[src/rtl/l1d_slot_pkg.sv]
// l1d_slot_pkg: shared definitions for L1D slot tracking.
//   id_width()  - ID width for a given slot count, same clog2 rule as the priority encoder
//   cnt_width() - width that can hold a busy count of 0..sel_width
//   err_code_e  - protocol-error codes used by scoreboards
//   err_pulse_t - bundle of the tracker's one-cycle error pulses
package l1d_slot_pkg;

    function automatic int unsigned id_width(input int unsigned sel_width);
        return (sel_width > 1) ? $clog2(sel_width) : 1;
    endfunction

    function automatic int unsigned cnt_width(input int unsigned sel_width);
        return $clog2(sel_width + 1);
    endfunction

    typedef enum logic [1:0] {
        ERR_DUP_SET  = 2'd0,
        ERR_FREE_CLR = 2'd1,
        ERR_RANGE    = 2'd2
    } err_code_e;

    typedef struct packed {
        logic dup_set;
        logic free_clr;
        logic out_of_range;
    } err_pulse_t;

endpackage

[src/rtl/id_decoder.sv]
// id_decoder: combinational binary-ID to one-hot decoder.
//   id       - binary slot ID
//   onehot   - decoded slot, all-zero when id is out of range
//   in_range - id addresses an existing slot
module id_decoder
    import l1d_slot_pkg::*;
#(
    parameter  int unsigned SEL_WIDTH = 8,
    localparam int unsigned ID_WIDTH  = id_width(SEL_WIDTH)
) (
    input  logic [ID_WIDTH-1:0]  id,
    output logic [SEL_WIDTH-1:0] onehot,
    output logic                 in_range
);

    if (SEL_WIDTH == 1) begin : g_single
        // A single slot is always slot 0; the ID carries no information.
        logic unused_id;
        assign unused_id = ^id;
        assign onehot    = SEL_WIDTH'(1);
        assign in_range  = 1'b1;
    end else begin : g_multi
        // Compare against each legal ID; IDs past the last slot match nothing.
        always_comb begin
            onehot = '0;
            for (int unsigned i = 0; i < SEL_WIDTH; i++) begin
                onehot[i] = (id == ID_WIDTH'(i));
            end
        end
        assign in_range = |onehot;
    end

endmodule

[src/rtl/id_onehot_tracker.sv]
// id_onehot_tracker: registered slot-occupancy vector with count, flags and
// protocol-error pulses. All outputs are registered (one-cycle latency).
//   clk, rst_n             - clock, synchronous active-low reset
//   set_vld_i / set_id_i   - allocate a slot
//   clr_vld_i / clr_id_i   - release a slot
//   flush_i                - free every slot, drop concurrent requests
//   sel_o                  - occupancy vector, bit i = slot i busy
//   set_oh_o               - one-hot of the set accepted last cycle
//   cnt_o, full_o, empty_o - busy count and its flags
//   err_dup_set_o          - set of a busy slot
//   err_free_clr_o         - clear of a free slot
//   err_range_o            - set or clear ID beyond the last slot
module id_onehot_tracker
    import l1d_slot_pkg::*;
#(
    parameter  int unsigned SEL_WIDTH = 8,
    localparam int unsigned ID_WIDTH  = id_width(SEL_WIDTH),
    localparam int unsigned CNT_WIDTH = cnt_width(SEL_WIDTH)
) (
    input  logic                 clk,
    input  logic                 rst_n,
    input  logic                 set_vld_i,
    input  logic [ID_WIDTH-1:0]  set_id_i,
    input  logic                 clr_vld_i,
    input  logic [ID_WIDTH-1:0]  clr_id_i,
    input  logic                 flush_i,
    output logic [SEL_WIDTH-1:0] sel_o,
    output logic [SEL_WIDTH-1:0] set_oh_o,
    output logic [CNT_WIDTH-1:0] cnt_o,
    output logic                 full_o,
    output logic                 empty_o,
    output logic                 err_dup_set_o,
    output logic                 err_free_clr_o,
    output logic                 err_range_o
);

    logic [SEL_WIDTH-1:0] set_dec;
    logic [SEL_WIDTH-1:0] clr_dec;
    logic                 set_in_range;
    logic                 clr_in_range;

    id_decoder #(.SEL_WIDTH(SEL_WIDTH)) u_set_dec (
        .id       (set_id_i),
        .onehot   (set_dec),
        .in_range (set_in_range)
    );

    id_decoder #(.SEL_WIDTH(SEL_WIDTH)) u_clr_dec (
        .id       (clr_id_i),
        .onehot   (clr_dec),
        .in_range (clr_in_range)
    );

    logic [SEL_WIDTH-1:0] sel_q;
    logic [SEL_WIDTH-1:0] set_oh_q;
    logic [CNT_WIDTH-1:0] cnt_q;
    logic                 full_q;
    logic                 empty_q;
    err_pulse_t           err_q;

    logic                 set_req;
    logic                 clr_req;
    logic                 set_busy;
    logic                 clr_busy;
    logic                 same_id;
    logic                 set_applied;
    logic                 clr_applied;
    logic [SEL_WIDTH-1:0] sel_d;
    logic [SEL_WIDTH-1:0] set_oh_d;
    logic [CNT_WIDTH-1:0] cnt_d;
    logic                 full_d;
    logic                 empty_d;
    err_pulse_t           err_d;

    // Request qualification against the registered occupancy vector.
    always_comb begin
        set_req  = set_vld_i & set_in_range;
        clr_req  = clr_vld_i & clr_in_range;
        set_busy = |(set_dec & sel_q);
        clr_busy = |(clr_dec & sel_q);
        same_id  = set_req & clr_req & (set_dec == clr_dec);

        clr_applied = clr_req & clr_busy;
        // Same-ID set on a busy slot is release-then-reallocate, so it is accepted.
        set_applied = set_req & (~set_busy | same_id);
    end

    // Next-state computation; flush wins over every request and error.
    always_comb begin
        sel_d    = sel_q;
        set_oh_d = '0;
        cnt_d    = cnt_q;
        err_d    = '0;

        if (!flush_i) begin
            sel_d    = (sel_q & ~({SEL_WIDTH{clr_applied}} & clr_dec))
                     | ({SEL_WIDTH{set_applied}} & set_dec);
            set_oh_d = {SEL_WIDTH{set_applied}} & set_dec;
            // Incremental count; same-ID reallocation nets to zero.
            cnt_d    = cnt_q + CNT_WIDTH'(set_applied) - CNT_WIDTH'(clr_applied);

            err_d.dup_set      = set_req & set_busy & ~same_id;
            err_d.free_clr     = clr_req & ~clr_busy;
            err_d.out_of_range = (set_vld_i & ~set_in_range) | (clr_vld_i & ~clr_in_range);
        end else begin
            sel_d = '0;
            cnt_d = '0;
        end

        full_d  = (cnt_d == CNT_WIDTH'(SEL_WIDTH));
        empty_d = (cnt_d == '0);
    end

    // State, count and pulse registers.
    always_ff @(posedge clk) begin
        if (!rst_n) begin
            sel_q    <= '0;
            set_oh_q <= '0;
            cnt_q    <= '0;
            full_q   <= 1'b0;
            empty_q  <= 1'b1;
            err_q    <= '0;
        end else begin
            sel_q    <= sel_d;
            set_oh_q <= set_oh_d;
            cnt_q    <= cnt_d;
            full_q   <= full_d;
            empty_q  <= empty_d;
            err_q    <= err_d;
        end
    end

    assign sel_o          = sel_q;
    assign set_oh_o       = set_oh_q;
    assign cnt_o          = cnt_q;
    assign full_o         = full_q;
    assign empty_o        = empty_q;
    assign err_dup_set_o  = err_q.dup_set;
    assign err_free_clr_o = err_q.free_clr;
    assign err_range_o    = err_q.out_of_range;

    // The incremental count must always equal the number of busy slots.
    a_cnt_tracks_sel: assert property (@(posedge clk) disable iff (!rst_n)
        32'(cnt_q) == 32'($countones(sel_q)));

    // An accepted set names exactly one slot, and that slot is now busy.
    a_set_oh_valid: assert property (@(posedge clk) disable iff (!rst_n)
        $onehot0(set_oh_q) && ((set_oh_q & ~sel_q) == '0));

endmodule
[config.mk]
export PLATFORM = sky130hd
export DESIGN_NAME = id_onehot_tracker
export DESIGN_NICKNAME = d
export VERILOG_FILES = /design/src/rtl/l1d_slot_pkg.sv /design/src/rtl/id_decoder.sv /design/src/rtl/id_onehot_tracker.sv
export SDC_FILE = /design/constraint.sdc
export NUM_CORES = 1
export LEC_CHECK = 0
export CAP_MARGIN = 20
export CORE_MARGIN = 3
export CORE_UTILIZATION = 45
export DETAILED_ROUTE_END_ITERATION = 8
export PLACE_DENSITY = 0.74
export SLEW_MARGIN = 15
export SYNTH_ARGS = -nofsm -noshare
export SYNTH_HDL_FRONTEND = slang
export SYNTH_HIERARCHICAL = 1
export SYNTH_SLANG_ARGS = --single-unit
[constraint.sdc]
create_clock -name clk -period 3.77 [get_ports clk]
set_input_delay 0.5655 -clock clk [delete_from_list [all_inputs] [get_ports clk]]
set_output_delay 0.5655 -clock clk [all_outputs]
set_load 0.01 [all_outputs]
==> impl_metrics.json <==
{
  "dp_cells": 243,
  "initial_core_util_pct": 49.46,
  "drt_wl_total_um": 3727,
  "grt_pass1_wl_um": 6410,
  "cts_max_level": 1,
  "drive_gt1_share_pct": 12.68,
  "wl_met3_um": 208,
  "power_density_nw_per_um2": 248.7,
  "status": "finished, final reports clean",
  "finalInstanceArea_um2": 1913,
  "r2r_start": "sel_o[2]",
  "startpoint": "clr_id_i[2]",
  "synth_nets": 176,
  "p_int_mw": 0.3486,
  "grt_max_degree": 20,
  "arrival_ns": 3.79,
  "finalCritPeriodShare_pct": 93.78,
  "grt_use_total_pct": 19.94,
  "worst_setup_path_start_kind": "input port",
  "layout_setup_ws_ns": 0.2345,
  "critPathBufInv": 2,
  "crit_fanout": 8,
  "slowest_stage": "clkdlybuf4s50_1",
  "clk_latency_ns": 0.32,
  "io_buffers": 35,
  "p_sw_mw": 0.1272,
  "core_area_um2": 2877,
  "cts_tree": "built",
  "seq_area_frac_synth_pct": 35.18,
  "setup_viol": 0,
  "root_buffer": "clkbuf_4",
  "synth-async-reset-ratio_pct": 0,
  "clock_power_share_pct": 25.8,
  "maxSlewViolCount": 0,
  "io_pins": 36,
  "critPathMaxStageDelay_ns": 0.59,
  "postPlaceCellArea_um2": 1882,
  "final_cell_mix": "35 x clkdlybuf4s50_1, 25 x dfxtp_1, 17 x nand3_1",
  "synth_area_per_cell_um2": 8.891,
  "netlist_area_um2": 1423,
  "drv_cap": 0,
  "wl_met1_um": 1702,
  "required_ns": 4.02,
  "die_y_um": 62.23,
  "via_count": 1365,
  "cts_buffers": 3,
  "tightest_slew_ns": 0.6700,
  "finalSetupTns_ns": 0,
  "hp-class": "reg -> reg",
  "fmax_mhz": 282.8,
  "vdd_drop_max_v": 0.0001551,
  "die_x_um": 62.23,
  "nNetsFinal": 222,
  "p_leak_nw": 0.7371,
  "worstSetupPathType": "in -> reg",
  "dieArea_um2": 3872,
  "antenna_found_initial": 0,
  "synth-edff-count": 0,
  "drc": 0,
  "vias_per_cell": 5.526,
  "min_period_ns": 3.536,
  "antennaDiodeCount": 0,
  "final_cells": 247,
  "finClkSkew_ns": 0.009800,
  "switching_share_pct": 26.74,
  "final_util_pct": 66.51,
  "highest_layer": "met4",
  "synth.distinct_cells": 34,
  "p_total_mw": 0.4758,
  "clkTransAtPathRegs_ns": 0.14,
  "slew_headroom_pct": 55.33,
  "path_cells": "clkdlybuf4s50_1 > and3b_2 > xor2_1 > nor4_1 > a31o_2 > nand3_1 > ha_1 > inv_1 > ha_1 > fa_1 > xor2_1 > nor3_1 > nor2_1 > nor3_1",
  "dr_wl_met2_um": 1783,
  "combPwrFrac_pct": 17.5,
  "overflow": 0,
  "first_global_vias": 1344,
  "syn_to_final_growth_pct": 34.48,
  "clock_sinks": 25,
  "wl_per_cell_um": 15.09,
  "critPathTopFamily": "simple AND/OR/NAND/NOR gates",
  "gp_congestion": 0.9630,
  "ys_ff_latch": 25,
  "grt_setup_unrepaired": "no",
  "pre_cts_slack_ns": -0.06555,
  "row_count": 19,
  "syn_inst": 160,
  "final_common_cell": "clkdlybuf4s50_1",
  "ys_warn_count": 6,
  "clockBufferDepth": 2,
  "postRouteAntennaNets": 0,
  "finalHoldViolCount": 0,
  "dp_hpwl_um": 2929,
  "cp-end-kind": "flip-flop",
  "yosys_most_used_dff": "dfxtp_1",
  "fill_cells": 238,
  "seq_power_share_pct": 56.7,
  "hold_ws_ns": 0.5608,
  "dr.first_iter.drc_count": 62,
  "hp-start": "sel_o[3]",
  "first_pass_iters": 4
}
==> synth_stat cells, drive strengths merged, types with 3 or more instances <==
library cell,instances,area (um2)
dfxtp,25,500.5
nand3,17,85.08
o211ai,16,120.1
inv,13,48.80
xor2,10,87.58
nor3,7,35.03
a21boi,6,45.04
and3b,6,60.06
nor3b,6,45.04
buf,5,30.02
a22o,4,35.03
a22oi,4,30.03
and2,4,25.02
ha,4,50.05
nor2,4,15.01
and3,3,21.27
nand2,3,11.26
nand2b,3,18.77
==> metal layers <==
metal,up-vias,global-route usage (%)
met5,-,0
met4,0,4.696
met3,6,3.243
met2,45,34.14
met1,642,26.22
li1,672,-
==> path summary, 6_finish.rpt <==
| check | slack [ns] | depth (start not counted) | endpoint |
|---|---|---|---|
| hold reg to reg | 0.56 | 2 | sel_o[3] |
| setup / recovery | 0.23 | 14 | full_o |
| setup reg to reg | 1.11 | 11 | full_o |
| hold / removal | 0.56 | 2 | sel_o[3] |
==> registers in the layout, summed over array words and instances, names as in the netlist <==
| name | flops |
|---|---|
| sel_o | 8 |
| set_oh_o | 8 |
| cnt_o | 4 |
| empty_o | 1 |
| err_dup_set_o | 1 |
| err_free_clr_o | 1 |
| err_range_o | 1 |
| full_o | 1 |
==> worst register-to-register path, delay by kind of cell (launching register included) <==
family,cells,cell delay [ns]
AO/OA/AOI/OAI,2,0.67
XOR/XNOR,1,0.18
adder cells (fa/ha/maj),3,0.87
buffers and inverters,2,0.12
flip-flops,1,0.36
AND/OR/NAND/NOR,3,0.40
==> power groups by stage <==
stage	clock (mW)	sequential [mW]	combinational, mW
after floorplan	0	0.277	0.0415
after global placement	0	0.275	0.0809
after detailed placement	0	0.276	0.0820
after CTS	0.128	0.270	0.0824
after global routing	0.136	0.270	0.0911
final	0.123	0.270	0.0834
==> what timing repair did <==
| item | CTS | global route |
|---|---|---|
| setup buffers | 0 | 0 |
| endpoints found under the hold margin | 0 | 0 |
| gates resized for setup | 0 | 1 |
| endpoints found under the setup margin | 0 | 1 |
| hold buffers | 0 | 0 |
==> cells by family (layout without fill, tap and decap cells) <==
kind of cell / count (synthesis) / after routing / share of synthesized area [%]
simple gates: 60 / 60 / 25.59
compound gates: 38 / 38 / 21.20
flops: 25 / 25 / 35.18
buf+inv: 19 / 64 / 5.804
xor+xnor: 11 / 11 / 6.772
fa+ha+maj: 5 / 5 / 4.925
other cells: 2 / 2 / 0.5279
==> final cells by class <==
| class | count | area, um2 | area share (%) |
|---|---|---|---|
| Clock buffer | 4 | 26.28 | 1.373 |
| Inverter | 13 | 48.80 | 2.551 |
| Multi-Input combinational cell | 116 | 844.6 | 44.15 |
| Sequential cell | 25 | 500.5 | 26.16 |
| Tap cell | 42 | 52.55 | 2.747 |
| Timing Repair Buffer | 47 | 440.4 | 23.02 |
(Power assumes the default switching activity.)
